`src/rtl/ddbb128_cfg_pkg.sv`:
```
// Shared definitions for the 128-bit ddbb config bus: row map, lane offsets,
// enumerator state type and the registered request payload.
package ddbb128_cfg_pkg;

  localparam int unsigned DAT_W    = 128;
  localparam int unsigned ADR_W    = 32;
  localparam int unsigned SEL_W    = 16;
  localparam int unsigned ROW_W    = 5;
  localparam int unsigned DEV_W    = 5;
  localparam int unsigned CNT_W    = 6;
  localparam int unsigned IRQ_W    = 5;
  localparam int unsigned BAR_W    = 32;
  localparam int unsigned NUM_BARS = 3;
  localparam int unsigned IDX_W    = 2;

  localparam logic [ROW_W-1:0] ROW_ID  = 5'd0;
  localparam logic [ROW_W-1:0] ROW_BAR = 5'd1;
  localparam logic [ROW_W-1:0] ROW_IRQ = 5'd3;

  // Bit offsets of fields inside a 128-bit row
  localparam int unsigned VENDOR_LSB = 0;
  localparam int unsigned CMD_LSB    = 64;
  localparam int unsigned IRQ_LSB    = 96;
  localparam int unsigned BARS_W     = NUM_BARS * BAR_W;

  localparam logic [15:0] VENDOR_NONE = 16'hFFFF;
  localparam logic [15:0] CMD_ENABLE  = 16'h0006;
  localparam logic [IRQ_W-1:0] IRQ_MAX = 5'd31;

  localparam logic [SEL_W-1:0] SEL_RD  = 16'hFFFF;
  localparam logic [SEL_W-1:0] SEL_BAR = 16'h0FFF;
  localparam logic [SEL_W-1:0] SEL_IRQ = 16'h1000;
  localparam logic [SEL_W-1:0] SEL_CMD = 16'h0300;

  typedef enum logic [3:0] {
    ST_IDLE,
    ST_RD_ID,
    ST_WAIT_ID,
    ST_SZ_WR,
    ST_SZ_RD,
    ST_SZ_WAIT,
    ST_CALC,
    ST_BAR_WR,
    ST_IRQ_WR,
    ST_CMD_WR,
    ST_NEXT,
    ST_DONE
  } enum_state_e;

  typedef struct packed {
    logic             cs;
    logic             we;
    logic [SEL_W-1:0] sel;
    logic [ADR_W-1:0] adr;
    logic [DAT_W-1:0] dat;
  } cfg_req_t;

  // Config address of function 0 of a device on a bus
  function automatic logic [ADR_W-1:0] cfg_adr(input logic [7:0] bus,
                                               input logic [DEV_W-1:0] dev,
                                               input logic [ROW_W-1:0] row);
    return {4'h0, bus, dev, 3'd0, 3'd0, row, 4'h0};
  endfunction

endpackage

```
`src/rtl/ddbb128_config_enum_if.sv`:
```
// Config bus between the enumerator (master) and the responder mux (slave).
interface ddbb128_config_enum_if;
  import ddbb128_cfg_pkg::*;

  logic             cs_config_o;
  logic             we_o;
  logic [SEL_W-1:0] sel_o;
  logic [ADR_W-1:0] adr_o;
  logic [DAT_W-1:0] dat_o;
  logic [DAT_W-1:0] dat_i;

  modport master (
    output cs_config_o, we_o, sel_o, adr_o, dat_o,
    input  dat_i
  );

  modport slave (
    input  cs_config_o, we_o, sel_o, adr_o, dat_o,
    output dat_i
  );

endinterface

```
`src/rtl/ddbb128_bar_alloc.sv`:
```
// Naturally aligned BAR placement: base, following free address and window
// overflow for one BAR size mask against the current allocation pointer.
module ddbb128_bar_alloc
  import ddbb128_cfg_pkg::*;
(
  input  logic [BAR_W:0]   next_i,
  input  logic [BAR_W-1:0] mask_i,
  input  logic [BAR_W-1:0] limit_i,
  output logic [BAR_W-1:0] base_c,
  output logic [BAR_W:0]   next_c,
  output logic             ovf_c
);

  logic [BAR_W:0] size_m1;
  logic [BAR_W:0] sum;
  logic [BAR_W:0] end_a;

  // Round up to the BAR size, then span size-1 bytes; a carry out of bit 31
  // at either step means the BAR does not fit in the address space at all.
  always_comb begin
    size_m1 = {1'b0, ~mask_i};
    sum     = next_i + size_m1;
    base_c  = sum[BAR_W-1:0] & mask_i;
    end_a   = {1'b0, base_c} + size_m1;
    ovf_c   = sum[BAR_W] | end_a[BAR_W] | (end_a[BAR_W-1:0] > limit_i);
    next_c  = end_a + (BAR_W+1)'(1);
  end

endmodule

```
`src/rtl/ddbb128_config_enum.sv`:
```
// Config-space enumerator: scans one bus, sizes and places BAR0-2 of each
// present function 0, hands out IRQ lines and enables decode/mastering.
module ddbb128_config_enum
  import ddbb128_cfg_pkg::*;
#(
  parameter logic [7:0]       BUS_NUM   = 8'd0,
  parameter logic [CNT_W-1:0] MAX_DEV   = 6'd32,
  parameter logic [BAR_W-1:0] MEM_BASE  = 32'hD0000000,
  parameter logic [BAR_W-1:0] MEM_LIMIT = 32'hDFFFFFFF,
  parameter logic [IRQ_W-1:0] IRQ_BASE  = 5'd1
) (
  input  logic                 clk_i,
  input  logic                 rst_i,
  input  logic                 start_i,
  output logic                 busy_o,
  output logic                 done_o,
  output logic                 err_o,
  output logic [CNT_W-1:0]     dev_count_o,
  ddbb128_config_enum_if.master cfg
);

  enum_state_e                     state_q, state_d;
  logic [CNT_W-1:0]                dev_q, dev_d;
  logic [BAR_W:0]                  next_q, next_d;
  logic [IRQ_W-1:0]                irq_q, irq_d;
  logic [NUM_BARS-1:0][BAR_W-1:0]  mask_q, mask_d;
  logic [NUM_BARS-1:0][BAR_W-1:0]  base_q, base_d;
  logic [IDX_W-1:0]                idx_q, idx_d;
  logic [CNT_W-1:0]                cnt_d;
  logic                            err_d;
  cfg_req_t                        req_d;

  logic [BAR_W-1:0] cur_mask;
  logic [BAR_W-1:0] alloc_base;
  logic [BAR_W:0]   alloc_next;
  logic             alloc_ovf;

  // Upper read lanes carry nothing the enumerator consumes
  logic unused_dat_hi;
  assign unused_dat_hi = ^cfg.dat_i[DAT_W-1:BARS_W];

  assign cur_mask = mask_q[idx_q];

  ddbb128_bar_alloc u_alloc (
    .next_i  (next_q),
    .mask_i  (cur_mask),
    .limit_i (MEM_LIMIT),
    .base_c  (alloc_base),
    .next_c  (alloc_next),
    .ovf_c   (alloc_ovf)
  );

  // Next-state, datapath updates and bus request for the state being entered
  always_comb begin
    state_d = state_q;
    dev_d   = dev_q;
    next_d  = next_q;
    irq_d   = irq_q;
    mask_d  = mask_q;
    base_d  = base_q;
    idx_d   = idx_q;
    cnt_d   = dev_count_o;
    err_d   = err_o;
    req_d   = '0;

    case (state_q)
      ST_IDLE: begin
        if (start_i) begin
          state_d = ST_RD_ID;
          dev_d   = '0;
          next_d  = {1'b0, MEM_BASE};
          irq_d   = IRQ_BASE;
          cnt_d   = '0;
          err_d   = 1'b0;
        end
      end
      ST_RD_ID:   state_d = ST_WAIT_ID;
      ST_WAIT_ID: begin
        if (cfg.dat_i[VENDOR_LSB +: 16] == VENDOR_NONE) state_d = ST_NEXT;
        else                                            state_d = ST_SZ_WR;
      end
      ST_SZ_WR:   state_d = ST_SZ_RD;
      ST_SZ_RD:   state_d = ST_SZ_WAIT;
      ST_SZ_WAIT: begin
        mask_d  = cfg.dat_i[BARS_W-1:0];
        idx_d   = '0;
        state_d = ST_CALC;
      end
      ST_CALC: begin
        // One BAR per cycle; a BAR that does not fit is parked at 0
        if (cur_mask == '0) begin
          base_d[idx_q] = '0;
        end else if (alloc_ovf) begin
          base_d[idx_q] = '0;
          err_d         = 1'b1;
        end else begin
          base_d[idx_q] = alloc_base;
          next_d        = alloc_next;
        end
        idx_d = IDX_W'(idx_q + IDX_W'(1));
        if (idx_q == IDX_W'(NUM_BARS - 1)) state_d = ST_BAR_WR;
      end
      ST_BAR_WR:  state_d = ST_IRQ_WR;
      ST_IRQ_WR:  state_d = ST_CMD_WR;
      ST_CMD_WR: begin
        cnt_d   = CNT_W'(dev_count_o + CNT_W'(1));
        irq_d   = (irq_q == IRQ_MAX) ? IRQ_W'(1) : IRQ_W'(irq_q + IRQ_W'(1));
        state_d = ST_NEXT;
      end
      ST_NEXT: begin
        dev_d = CNT_W'(dev_q + CNT_W'(1));
        if (CNT_W'(dev_q + CNT_W'(1)) == MAX_DEV) state_d = ST_DONE;
        else                                      state_d = ST_RD_ID;
      end
      ST_DONE:    state_d = ST_IDLE;
      default:    state_d = ST_IDLE;
    endcase

    case (state_d)
      ST_RD_ID: begin
        req_d.cs  = 1'b1;
        req_d.sel = SEL_RD;
        req_d.adr = cfg_adr(BUS_NUM, dev_d[DEV_W-1:0], ROW_ID);
      end
      ST_SZ_WR: begin
        req_d.cs               = 1'b1;
        req_d.we               = 1'b1;
        req_d.sel              = SEL_BAR;
        req_d.adr              = cfg_adr(BUS_NUM, dev_d[DEV_W-1:0], ROW_BAR);
        req_d.dat[BARS_W-1:0]  = '1;
      end
      ST_SZ_RD: begin
        req_d.cs  = 1'b1;
        req_d.sel = SEL_RD;
        req_d.adr = cfg_adr(BUS_NUM, dev_d[DEV_W-1:0], ROW_BAR);
      end
      ST_BAR_WR: begin
        req_d.cs               = 1'b1;
        req_d.we               = 1'b1;
        req_d.sel              = SEL_BAR;
        req_d.adr              = cfg_adr(BUS_NUM, dev_d[DEV_W-1:0], ROW_BAR);
        req_d.dat[BARS_W-1:0]  = base_d;
      end
      ST_IRQ_WR: begin
        req_d.cs                 = 1'b1;
        req_d.we                 = 1'b1;
        req_d.sel                = SEL_IRQ;
        req_d.adr                = cfg_adr(BUS_NUM, dev_d[DEV_W-1:0], ROW_IRQ);
        req_d.dat[IRQ_LSB +: 8]  = 8'(irq_d);
      end
      ST_CMD_WR: begin
        req_d.cs                 = 1'b1;
        req_d.we                 = 1'b1;
        req_d.sel                = SEL_CMD;
        req_d.adr                = cfg_adr(BUS_NUM, dev_d[DEV_W-1:0], ROW_ID);
        req_d.dat[CMD_LSB +: 16] = CMD_ENABLE;
      end
      default: ;
    endcase
  end

  always_ff @(posedge clk_i) begin
    if (rst_i) begin
      state_q         <= ST_IDLE;
      dev_q           <= '0;
      next_q          <= {1'b0, MEM_BASE};
      irq_q           <= IRQ_BASE;
      mask_q          <= '0;
      base_q          <= '0;
      idx_q           <= '0;
      busy_o          <= 1'b0;
      done_o          <= 1'b0;
      err_o           <= 1'b0;
      dev_count_o     <= '0;
      cfg.cs_config_o <= 1'b0;
      cfg.we_o        <= 1'b0;
      cfg.sel_o       <= '0;
      cfg.adr_o       <= '0;
      cfg.dat_o       <= '0;
    end else begin
      state_q         <= state_d;
      dev_q           <= dev_d;
      next_q          <= next_d;
      irq_q           <= irq_d;
      mask_q          <= mask_d;
      base_q          <= base_d;
      idx_q           <= idx_d;
      busy_o          <= (state_d != ST_IDLE);
      done_o          <= (state_d == ST_DONE);
      err_o           <= err_d;
      dev_count_o     <= cnt_d;
      cfg.cs_config_o <= req_d.cs;
      cfg.we_o        <= req_d.we;
      cfg.sel_o       <= req_d.sel;
      cfg.adr_o       <= req_d.adr;
      cfg.dat_o       <= req_d.dat;
    end
  end

endmodule

```
`src/flat_wrapper.sv`:
```
// flat-port wrapper written by rule: the top's interface ports become plain ports
module ddbb128_config_enum_flat import ddbb128_cfg_pkg::*;
#(
  parameter logic [7:0]       BUS_NUM   = 8'd0,
  parameter logic [CNT_W-1:0] MAX_DEV   = 6'd32,
  parameter logic [BAR_W-1:0] MEM_BASE  = 32'hD0000000,
  parameter logic [BAR_W-1:0] MEM_LIMIT = 32'hDFFFFFFF,
  parameter logic [IRQ_W-1:0] IRQ_BASE  = 5'd1
)
  (clk_i, rst_i, start_i, busy_o, done_o, err_o, dev_count_o, cfg_cs_config_o, cfg_we_o, cfg_sel_o, cfg_adr_o, cfg_dat_o, cfg_dat_i);
  ddbb128_config_enum_if cfg_i ();
  input  logic clk_i;
  input  logic rst_i;
  input  logic start_i;
  output logic busy_o;
  output logic done_o;
  output logic err_o;
  output logic [CNT_W-1:0] dev_count_o;
  output wire logic [$bits(cfg_i.cs_config_o)-1:0] cfg_cs_config_o;
  output wire logic [$bits(cfg_i.we_o)-1:0] cfg_we_o;
  output wire logic [$bits(cfg_i.sel_o)-1:0] cfg_sel_o;
  output wire logic [$bits(cfg_i.adr_o)-1:0] cfg_adr_o;
  output wire logic [$bits(cfg_i.dat_o)-1:0] cfg_dat_o;
  input wire logic [$bits(cfg_i.dat_i)-1:0] cfg_dat_i;
  assign cfg_cs_config_o = cfg_i.cs_config_o;
  assign cfg_we_o = cfg_i.we_o;
  assign cfg_sel_o = cfg_i.sel_o;
  assign cfg_adr_o = cfg_i.adr_o;
  assign cfg_dat_o = cfg_i.dat_o;
  assign cfg_i.dat_i = cfg_dat_i;
  ddbb128_config_enum #(.BUS_NUM(BUS_NUM), .MAX_DEV(MAX_DEV), .MEM_BASE(MEM_BASE), .MEM_LIMIT(MEM_LIMIT), .IRQ_BASE(IRQ_BASE)) u_core (.clk_i(clk_i), .rst_i(rst_i), .start_i(start_i), .busy_o(busy_o), .done_o(done_o), .err_o(err_o), .dev_count_o(dev_count_o), .cfg(cfg_i));
endmodule
```
`config.mk`:
```
export PLATFORM = sky130hd
export DESIGN_NAME = ddbb128_config_enum_flat
export DESIGN_NICKNAME = d
export VERILOG_FILES = /design/src/rtl/ddbb128_cfg_pkg.sv /design/src/rtl/ddbb128_config_enum_if.sv /design/src/rtl/ddbb128_bar_alloc.sv /design/src/rtl/ddbb128_config_enum.sv /design/src/flat_wrapper.sv
export SDC_FILE = /design/constraint.sdc
export NUM_CORES = 1
export LEC_CHECK = 0
export CAP_MARGIN = 15
export CORE_MARGIN = 3
export CORE_UTILIZATION = 50
export DETAILED_ROUTE_END_ITERATION = 7
export DONT_BUFFER_PORTS = 1
export MAX_ROUTING_LAYER = met4
export PLACE_DENSITY = 0.72
export SLEW_MARGIN = 15
export SYNTH_ARGS = -nofsm -noshare
export SYNTH_HDL_FRONTEND = slang
export SYNTH_SLANG_ARGS = --single-unit
```
`constraint.sdc`:
```
create_clock -name clk_i -period 12.9 [get_ports clk_i]
set_input_delay 2.58 -clock clk_i [delete_from_list [all_inputs] [get_ports clk_i]]
set_output_delay 2.58 -clock clk_i [all_outputs]
set_load 0.05 [all_outputs]
```
---- Word-level counts from Yosys, hierarchy flattened ----
Cells that the tools add are included.
operators by class
  $add $sub $neg .......................... 7
  order comparisons ....................... 3
  equality and inequality tests ........... 25
  mux-type cells .......................... 35
  bitwise gates (word level) .............. 7
  reduce and logical (&&, ||, !) cells .... 16
operators with widths
  kind                                                   number
  two-way mux 96 bit                                     3
  one-hot mux 48 bit (5 select lines)                    1
  one-hot mux 64 bit (2 select lines)                    1
  two-way mux 33 bit                                     3
  AND 96 bit                                             1
  bitwise mux 96 bit                                     1
  inverter 96 bit                                        1
  one-hot mux 33 bit (2 select lines)                    1
  binary-select mux 32 bit (select 2 bit)                1
  demux 32 bit (select 2 bit)                            1
  two-way mux 32 bit                                     2
  one-hot mux 16 bit (3 select lines)                    1
  one-hot mux 4 bit (11 select lines)                    1
  adder 32 x 32 -> 33 bit                                1
  adder 33 x 1 -> 33 bit, second input constant          1
  adder 33 x 32 -> 33 bit                                1
  AND 32 bit                                             1
  greater-than comparator 32 bit, second input constant  1
  logical NOT 32 bit                                     1
  inverter 32 bit                                        1
  one-hot mux 16 bit (2 select lines)                    1
  == test 4 x 3 -> 1 bit, second input constant          6
  == test 4 bit, second input constant                   6
  one-hot mux 6 bit (2 select lines)                     2
  other kinds (31)                                       53
storage, ports and cells
  register bits ........................... 429
  input bits .............................. 131
  output and inout bits ................... 187
  logic and storage cells ................. 116

---- Logic depth before layout (Yosys ltp) ----
Gate-level depths: netlist of run 1.
  word-level depth ........................ 12
  mapped depth ............................ 25
  depth with buffers taken out ............ 17

---- Modules after synthesis ----
From an unflattened synthesis of run 1, not the netlist that was laid out.
second synthesis, totals
  cell total of the unflattened synthesis .. 2,112
  area total of the unflattened synthesis .. 17,206.5 um2
modules (own cells, without submodules)
  module               instances  cells an instance  area an instance (um2)  sequential area each (um2)
  ddbb128_config_enum  1          1,485              12,952.4                6,666.4
  ddbb128_bar_alloc    1          627                4,254.1                 0.0

---- Least setup slack after synthesis of run 1 ----
Ideal clock, no wire load.
  path type ............................... input port to flip-flop
  from .................................... input cfg_dat_i[7]
  to ...................................... register u_core.cfg.dat_o[42]
  setup time .............................. 132 ps
  arrival ................................. 4,748 ps
  data required time ...................... 12,768 ps
  slack ................................... 8,019 ps
  stages on the path ...................... 9
  buffers on the path ..................... 2
  cell sequence ........................... nand4_1 > nor4_1 > nor4_1 > a2111oi_0 > nor3_1 > nand2_1 > clkbuf_1 > clkbuf_1 > a21oi_1
on the way
  longest elaborated chain between the ends .. 5
  elaborated cells between the ends (all ways) .. 6
  classes of those cells .................. eq/ne (3); mux (3)
RTL lines
  what                                                                     line                          source
  from (decl)                                                              flat_wrapper.sv:24            input wire logic [$bits(cfg_i.dat_i)-1:0] cfg_dat_i;
  == test 16 bit (*)                                                       ddbb128_config_enum.sv:79     if (cfg.dat_i[VENDOR_LSB +: 16] == VENDOR_NONE) state_d = ST_NEXT;
  two-way mux 4 bit (*)                                                    ddbb128_config_enum.sv:79
  one-hot mux 4 bit (11 select lines) (*)                                  ddbb128_config_enum.sv:66     case (state_q)
  == test 4 x 3 -> 1 bit / == test 4 x 2 -> 1 bit (equally long branches)  ddbb128_config_enum.sv:119    case (state_d)
  one-hot mux 64 bit (2 select lines) (*)                                  ddbb128_config_enum.sv:119
  to (signal assigned)                                                     ddbb128_config_enum.sv:196    cfg.dat_o <= req_d.dat;
  to (decl)                                                                ddbb128_config_enum_if.sv:13  output cs_config_o, we_o, sel_o, adr_o, dat_o,
Every way passes the cells marked *; elsewhere a longest branch is shown, timed or not.
A chain may end at the register's enable or synchronous reset.

---- Worst setup path after layout of run 1 ----
  from .................................... register u_core.idx_q[0]
  to ...................................... register u_core.cfg.dat_o[90]
on the way
  longest elaborated chain between the ends .. 12
  elaborated cells between the ends (all ways) .. 27
  classes of those cells .................. add/sub (2); order compare (3); eq/ne (3); mux (11); bitwise (6); reduce/logical (2)
RTL lines
  what                                                                       line                        source
  from (decl)                                                                ddbb128_config_enum.sv:28   logic [IDX_W-1:0] idx_q, idx_d;
  from (signal assigned)                                                     ddbb128_config_enum.sv:187  idx_q <= idx_d;
  binary-select mux 32 bit (select 2 bit)                                    ddbb128_config_enum.sv:42   assign cur_mask = mask_q[idx_q];
  two-way mux 32 bit (implied by the code)                                   ddbb128_config_enum.sv:42
  inverter 32 bit                                                            ddbb128_bar_alloc.sv:21     size_m1 = {1'b0, ~mask_i};
  adder 33 x 32 -> 33 bit                                                    ddbb128_bar_alloc.sv:22     sum = next_i + size_m1;
  AND 32 bit                                                                 ddbb128_bar_alloc.sv:23     base_c = sum[BAR_W-1:0] & mask_i;
  adder 32 x 32 -> 33 bit                                                    ddbb128_bar_alloc.sv:24     end_a = {1'b0, base_c} + size_m1;
  greater-than comparator 32 bit / bitwise OR 1 bit (equally long branches)  ddbb128_bar_alloc.sv:25     ovf_c = sum[BAR_W] | end_a[BAR_W] | (end_a[BAR_W-1:0] > limit_i);
  bitwise OR 1 bit                                                           ddbb128_bar_alloc.sv:25
  two-way mux 96 bit                                                         ddbb128_config_enum.sv:93   end else if (alloc_ovf) begin
  two-way mux 96 bit                                                         ddbb128_config_enum.sv:91   if (cur_mask == '0) begin
  two-way mux 96 bit                                                         ddbb128_config_enum.sv:66
  one-hot mux 16 bit (2 select lines) (*)                                    ddbb128_config_enum.sv:119
Every way passes the cells marked *; elsewhere a longest branch is shown, timed or not. The select of a mux whose other input is x is not followed.

==> qor.csv, run 1 <==
metric,value,unit
cell row count,67,
post-CTS setup buffer count,0,
Max VDD drop,206,uV
Worst Setup SP,u_core.idx_q[0]$_SDFFE_PP0P_,
gp weighted congestion,0.952,
Post-Syn Area per Cell,8.05,sq um
root buffer cell,clkbuf_16,
drt first pass iters,6,
"Slowest-stage cell, CP",o2bb2ai_1,
die area,36700,sq um
max_slew headroom,0.182,
P&R area growth vs syn,6.89,%
first-pass GRT wire length,77000,um
area occupied by multi-input gates,9040,sq um
vias in the first global route,13931,
cts hold-fix bufs,0,
starting DRC count in detailed routing,1259,
fin worst setup slack,6080,ps
"most used cell, CP",buf_4,
"most common cell after layout, fill and taps aside",dfxtp_1,
total wire length,50200,um
die height,192,um
clock slew at reported path FFs,60,ps
Hold EP,u_core.mask_q[80]$_SDFFE_PP0P_,
"critical path fanouts, max",93,
status,"finished, final reports clean",
gr ovfl total,0,
cell area power density,140,nW/um^2
R2R depth,18,
fmax,147,MHz
Final Hold Fails,0,
die width,192,um
CP Launch Type,flop,
Worst Tran Pin Value,1220,ps
min-delay src,u_core.mask_q[80]$_SDFFE_PP0P_,
Arrival @ worst endpoint,7170,ps
register area share after synthesis,0.420,
Final Cycle Share,0.529,
fillers,3125,
"Critical Path, Cell by Cell","buf_4, mux2i_1, o2bb2ai_1, inv_1, ha_1, nand2_1, nor3_1, nand3_1, a2111oi_0, buf_4, or3_1, a31oi_1, xnor2_1, o22ai_1, o21a_2, buf_4, a32oi_1, a21oi_1",
Synth Cell Area,17200,sq um
CTS Buffer Depth,3,
largest net degree at the start of global routing,253,
RR Startpoint,u_core.idx_q[0]$_SDFFE_PP0P_,
Via density,5.88,
flop2flop setup slack,6080,ps
layout cells sized above 1,0.0610,
final net count,2233,
initial antenna violation count,1,
RSZ-0062 raised after global routing,false,
H-tree levels,2,
Hold Path Depth,2,
fraction of registers with async set/reset,0,
pre-CTS setup slack,6200,ps
DR WL/cell,19.9,um
Slew Limit Fails,0,
Final min period,6820,ps
cts bufs inserted,38,
Layout Utilization,0.546,
Total Routing Usage GR,0.272,
register area,7230,sq um
Synth Flop Type,dfxtp_1,
post-CTS sizing,0,
endpoints failing setup,0,
core area,33700,sq um
later-pin clock latency in the skew report,540,ps
"Worst Path Class, Setup",flop to flop,
most frequent cells in the layout,"dfxtp_1, a21oi_1, nand2_1, nor2_1, nand3_1",
crit path capture type,flop,
Cell variety after synth,91,
"flops & latches, synth",361,
Required @ worst endpoint,13240,ps
setup_tns,0,ps
clk sinks,361,
# IOs,318,
CP peak stage delay,620,ps
Leak Pwr,7.17,nW
Bufs and invs on worst path,4,
initial core utilization,0.511,
# port buffers,0,
Clock Skews,20.4,ps
Final HPWL DP,35400,um
Hold Path Class,flop to flop,
Finished Layout Cells,2530,
max cap viols,0,
CTS tree,done,
post-route ant nets,0,
Syn. warnings,0,
dpl cells,2465,
CP top delay family,compound AO/OA/AOI/OAI gates,
Gate Count Post-Synth,2139,
# DRC,0,
RR Endpoint,u_core.cfg.dat_o[90]$_SDFF_PP0_,
Vias,14882,
number of synthesized flops with an enable pin,0,
[power by group]
group          switching (mW)  leakage (nW)  internal (mW)
Combinational           0.133          3.65         0.0331
Clock                   0.460         0.606          0.648
Sequential              0.143          2.92           1.15
Total                   0.737          7.17           1.83
[tightest hold or removal path: cells and delay by family, from the launching register on]
kind             cells  cell delay [ps]
AO/OA/AOI/OAI        1               50
AND/OR/NAND/NOR      1               50
flip-flops           1              310
[kinds of logic after synthesis]
family,Yosys count,share of synthesized area
other,1,0.000218
DFF,361,0.420
xor gates and xnor gates,49,0.0254
buffers and inverters,233,0.0680
muxes,41,0.0245
and+or+nand+nor,846,0.229
adders and majority gates,46,0.0337
AOI/OAI and AO/OA,562,0.200
[how the worst max path moves through the flow]
stage / end / slack, ps / cells past startpoint
3_3_place_gp: u_core.cfg.dat_o[90]$_SDFF_PP0_ / 6300 / 19
3_5_place_dp: u_core.cfg.dat_o[90]$_SDFF_PP0_ / 6200 / 19
6_report: u_core.cfg.dat_o[90]$_SDFF_PP0_ / 6080 / 18
5_1_grt: u_core.cfg.dat_o[90]$_SDFF_PP0_ / 5600 / 19
4_1_cts: u_core.cfg.dat_o[90]$_SDFF_PP0_ / 6170 / 19
2_1_floorplan: u_core.cfg.dat_o[42]$_SDFF_PP0_ / 8020 / 9
[per-layer routing]
layer  vias up  global-route usage  part of all wire
met1      7026               0.341              0.41
met3       112              0.0449             0.070
li1       7176                   -                 -
met5         -                   -                 0
met4         0               0.111             0.043
met2       568               0.440              0.48
[sequential cells by signal, summed over array words and instances, names as in the netlist]
signal                  count
u_core.done_o               1
u_core.cfg.we_o             1
u_core.cfg.adr_o            7
u_core.cfg.sel_o            4
u_core.dev_count_o          6
u_core.err_o                1
u_core.state_q              4
u_core.idx_q                2
u_core.dev_q                6
u_core.irq_q                5
u_core.base_q              92
u_core.cfg.dat_o          101
u_core.cfg.cs_config_o      1
u_core.busy_o               1
u_core.next_q              33
u_core.mask_q              96
[through the flow]
stage	hold WS, ps	instance area [sq um]	power (mW)
after floorplan	432	17400	1.48
after global placement	441	17100	1.48
after detailed placement	443	17100	1.49
after CTS	451	18400	2.59
after global routing	468	18400	2.65
final	454	18400	2.57
[cell usage after synthesis, types with 33 or more instances]
master / number / share of area
xnor2_1: 33 / 0.017
a21oi_1: 297 / 0.086
dfxtp_1: 361 / 0.42
ha_1: 44 / 0.032
mux2i_1: 36 / 0.021
nor2b_1: 54 / 0.020
nand3_1: 63 / 0.018
a22oi_1: 40 / 0.017
inv_1: 38 / 0.0083
nor2_1: 268 / 0.058
nand2_1: 284 / 0.062
clkbuf_1: 106 / 0.023
a31oi_1: 50 / 0.018
buf_4: 67 / 0.029
o21ai_0: 41 / 0.012
[area by class of cell]
| type | instances | share of cell area |
|---|---|---|
| Clock buffer | 49 | 0.0555 |
| Multi-Input combinational cell | 1597 | 0.491 |
| Tap cell | 448 | 0.0305 |
| Sequential cell | 361 | 0.393 |
| Clock inverter | 15 | 0.0135 |
| Timing Repair Buffer | 21 | 0.00857 |
| Inverter | 38 | 0.00775 |
| Antenna cell | 1 | 0.000136 |
Power figures use the tool's default switching activity.
==> run 2, diff against run 1 <==
clock period = 6.4 ns   (was 12.9 ns; I/O delays follow)
==> qor.csv, run 2 (same netlist as run 1, synthesis figures left out) <==
metric,value,unit
# DRC,0,
Final min period,5710,ps
"Worst Path Class, Setup",flop to flop,
register area,7230,sq um
die height,192,um
Leak Pwr,7.31,nW
gp weighted congestion,0.989,
Vias,15052,
CP Launch Type,flop,
first-pass GRT wire length,77100,um
Arrival @ worst endpoint,6140,ps
antenna cells,0,
CTS Buffer Depth,3,
# port buffers,0,
initial antenna violation count,0,
P&R area growth vs syn,8.10,%
status,"finished, final reports clean",
initial core utilization,0.511,
Hold Path Class,flop to flop,
clock slew at reported path FFs,60,ps
die area,36700,sq um
cell area power density,282,nW/um^2
cts hold-fix bufs,0,
total wire length,50900,um
number of flip-flops in the largest register,101,
Max VDD drop,335,uV
setup_tns,0,ps
# IOs,318,
Regs by FF count,"u_core.cfg.dat_o (101), u_core.mask_q (96), u_core.base_q (92)",
starting DRC count in detailed routing,1294,
DR WL/cell,19.9,um
Final HPWL DP,36200,um
Reg with most FFs,u_core.cfg.dat_o,
CTS tree,done,
most frequent cells in the layout,"dfxtp_1, a21oi_1, nand2_1, nor2_1, nand3_1",
Slew Limit Fails,0,
fin worst setup slack,687,ps
core area,33700,sq um
post-route ant nets,0,
fmax,175,MHz
post-CTS setup buffer count,0,
Clock Skews,20.5,ps
cell row count,67,
Required @ worst endpoint,6820,ps
RSZ-0062 raised after global routing,false,
die width,192,um
max_slew headroom,0.249,
Total Routing Usage GR,0.275,
endpoints failing setup,0,
layout cells sized above 1,0.0744,
post-CTS sizing,0,
Via density,5.89,
gr ovfl total,0,
clk sinks,361,
Worst Tran Pin Value,1120,ps
fillers,3158,
"critical path fanouts, max",23,
root buffer cell,clkbuf_16,
largest net degree at the start of global routing,253,
R2R depth,18,
Hold Path Depth,2,
drt first pass iters,6,
H-tree levels,2,
vias in the first global route,13877,
crit path capture type,flop,
max cap viols,0,
cts bufs inserted,40,
"most common cell after layout, fill and taps aside",dfxtp_1,
later-pin clock latency in the skew report,560,ps
Final Hold Fails,0,
pre-CTS setup slack,857,ps
Final Cycle Share,0.893,
area occupied by multi-input gates,9040,sq um
final net count,2255,
run 2: cell count changes in the layout (fill, tap and decap cells not counted), moves of 2 or more:
cell       before  now
clkinv_8        3    1
clkbuf_16      38   42
inv_6           0    3
bufinv_16       4    2
clkbuf_1        8    5
clkinv_4        0    3
buf_4          21   40
clkinv_2        3    9
run 2: worst max-delay path: stages, from the launching register on:
cell and delay (ps):
dfxtp_2 780, mux2i_1 160, o2bb2ai_1 590, inv_1 260
ha_1 580, nand2_1 180, nor3_1 470, nand3_1 210
a2111oi_0 330, buf_4 190, or3_1 170, a31oi_1 120
xnor2_1 160, o22ai_1 240, nand3_1 170, and2_1 270
buf_4 190, a2111oi_0 400, nor3_1 90
run 2: stage by stage:
stage	power (mW)	hold WS [ps]	area, sq um	instances	utilization
5_1_grt	5.41	468	18600	2557	0.552
6_report	5.24	449	18600	2557	0.552
3_3_place_gp	2.99	440	17300	2485	0.513
3_5_place_dp	2.99	441	17300	2485	0.513
2_1_floorplan	2.99	432	17400	2191	-
4_1_cts	5.27	448	18600	2557	0.552
run 2: where the power goes:
group / total, mW / switching, mW / internal [mW]
sequential: 2.61 / 0.290 / 2.32
clock: 2.30 / 0.958 / 1.34
combinational: 0.332 / 0.265 / 0.0670
total: 5.24 / 1.51 / 3.73
run 2: cell type report:
class                           count  area share
Tap cell                          448      0.0301
Sequential cell                   361       0.388
Clock inverter                     21      0.0106
Multi-Input combinational cell   1597       0.486
Clock buffer                       51      0.0604
Timing Repair Buffer               41      0.0172
Inverter                           38     0.00766
run 2: metal layers:
layer  vias up  global-route usage  share of wire
met1      7111               0.345           0.41
met3       110              0.0418          0.071
met2       606               0.449           0.48
met5         -                   -              0
li1       7225                   -              -
met4         0               0.104          0.036
run 2: path summary, 6_finish.rpt:
path                             startpoint                        endpoint  slack, ps
min reg2reg  u_core.mask_q[93]$_SDFFE_PP0P_  u_core.mask_q[93]$_SDFFE_PP0P_        450
max reg2reg    u_core.idx_q[0]$_SDFFE_PP0P_  u_core.next_q[28]$_SDFFE_PP1P_        690
max            u_core.idx_q[0]$_SDFFE_PP0P_  u_core.next_q[28]$_SDFFE_PP1P_        690
min          u_core.mask_q[93]$_SDFFE_PP0P_  u_core.mask_q[93]$_SDFFE_PP0P_        450
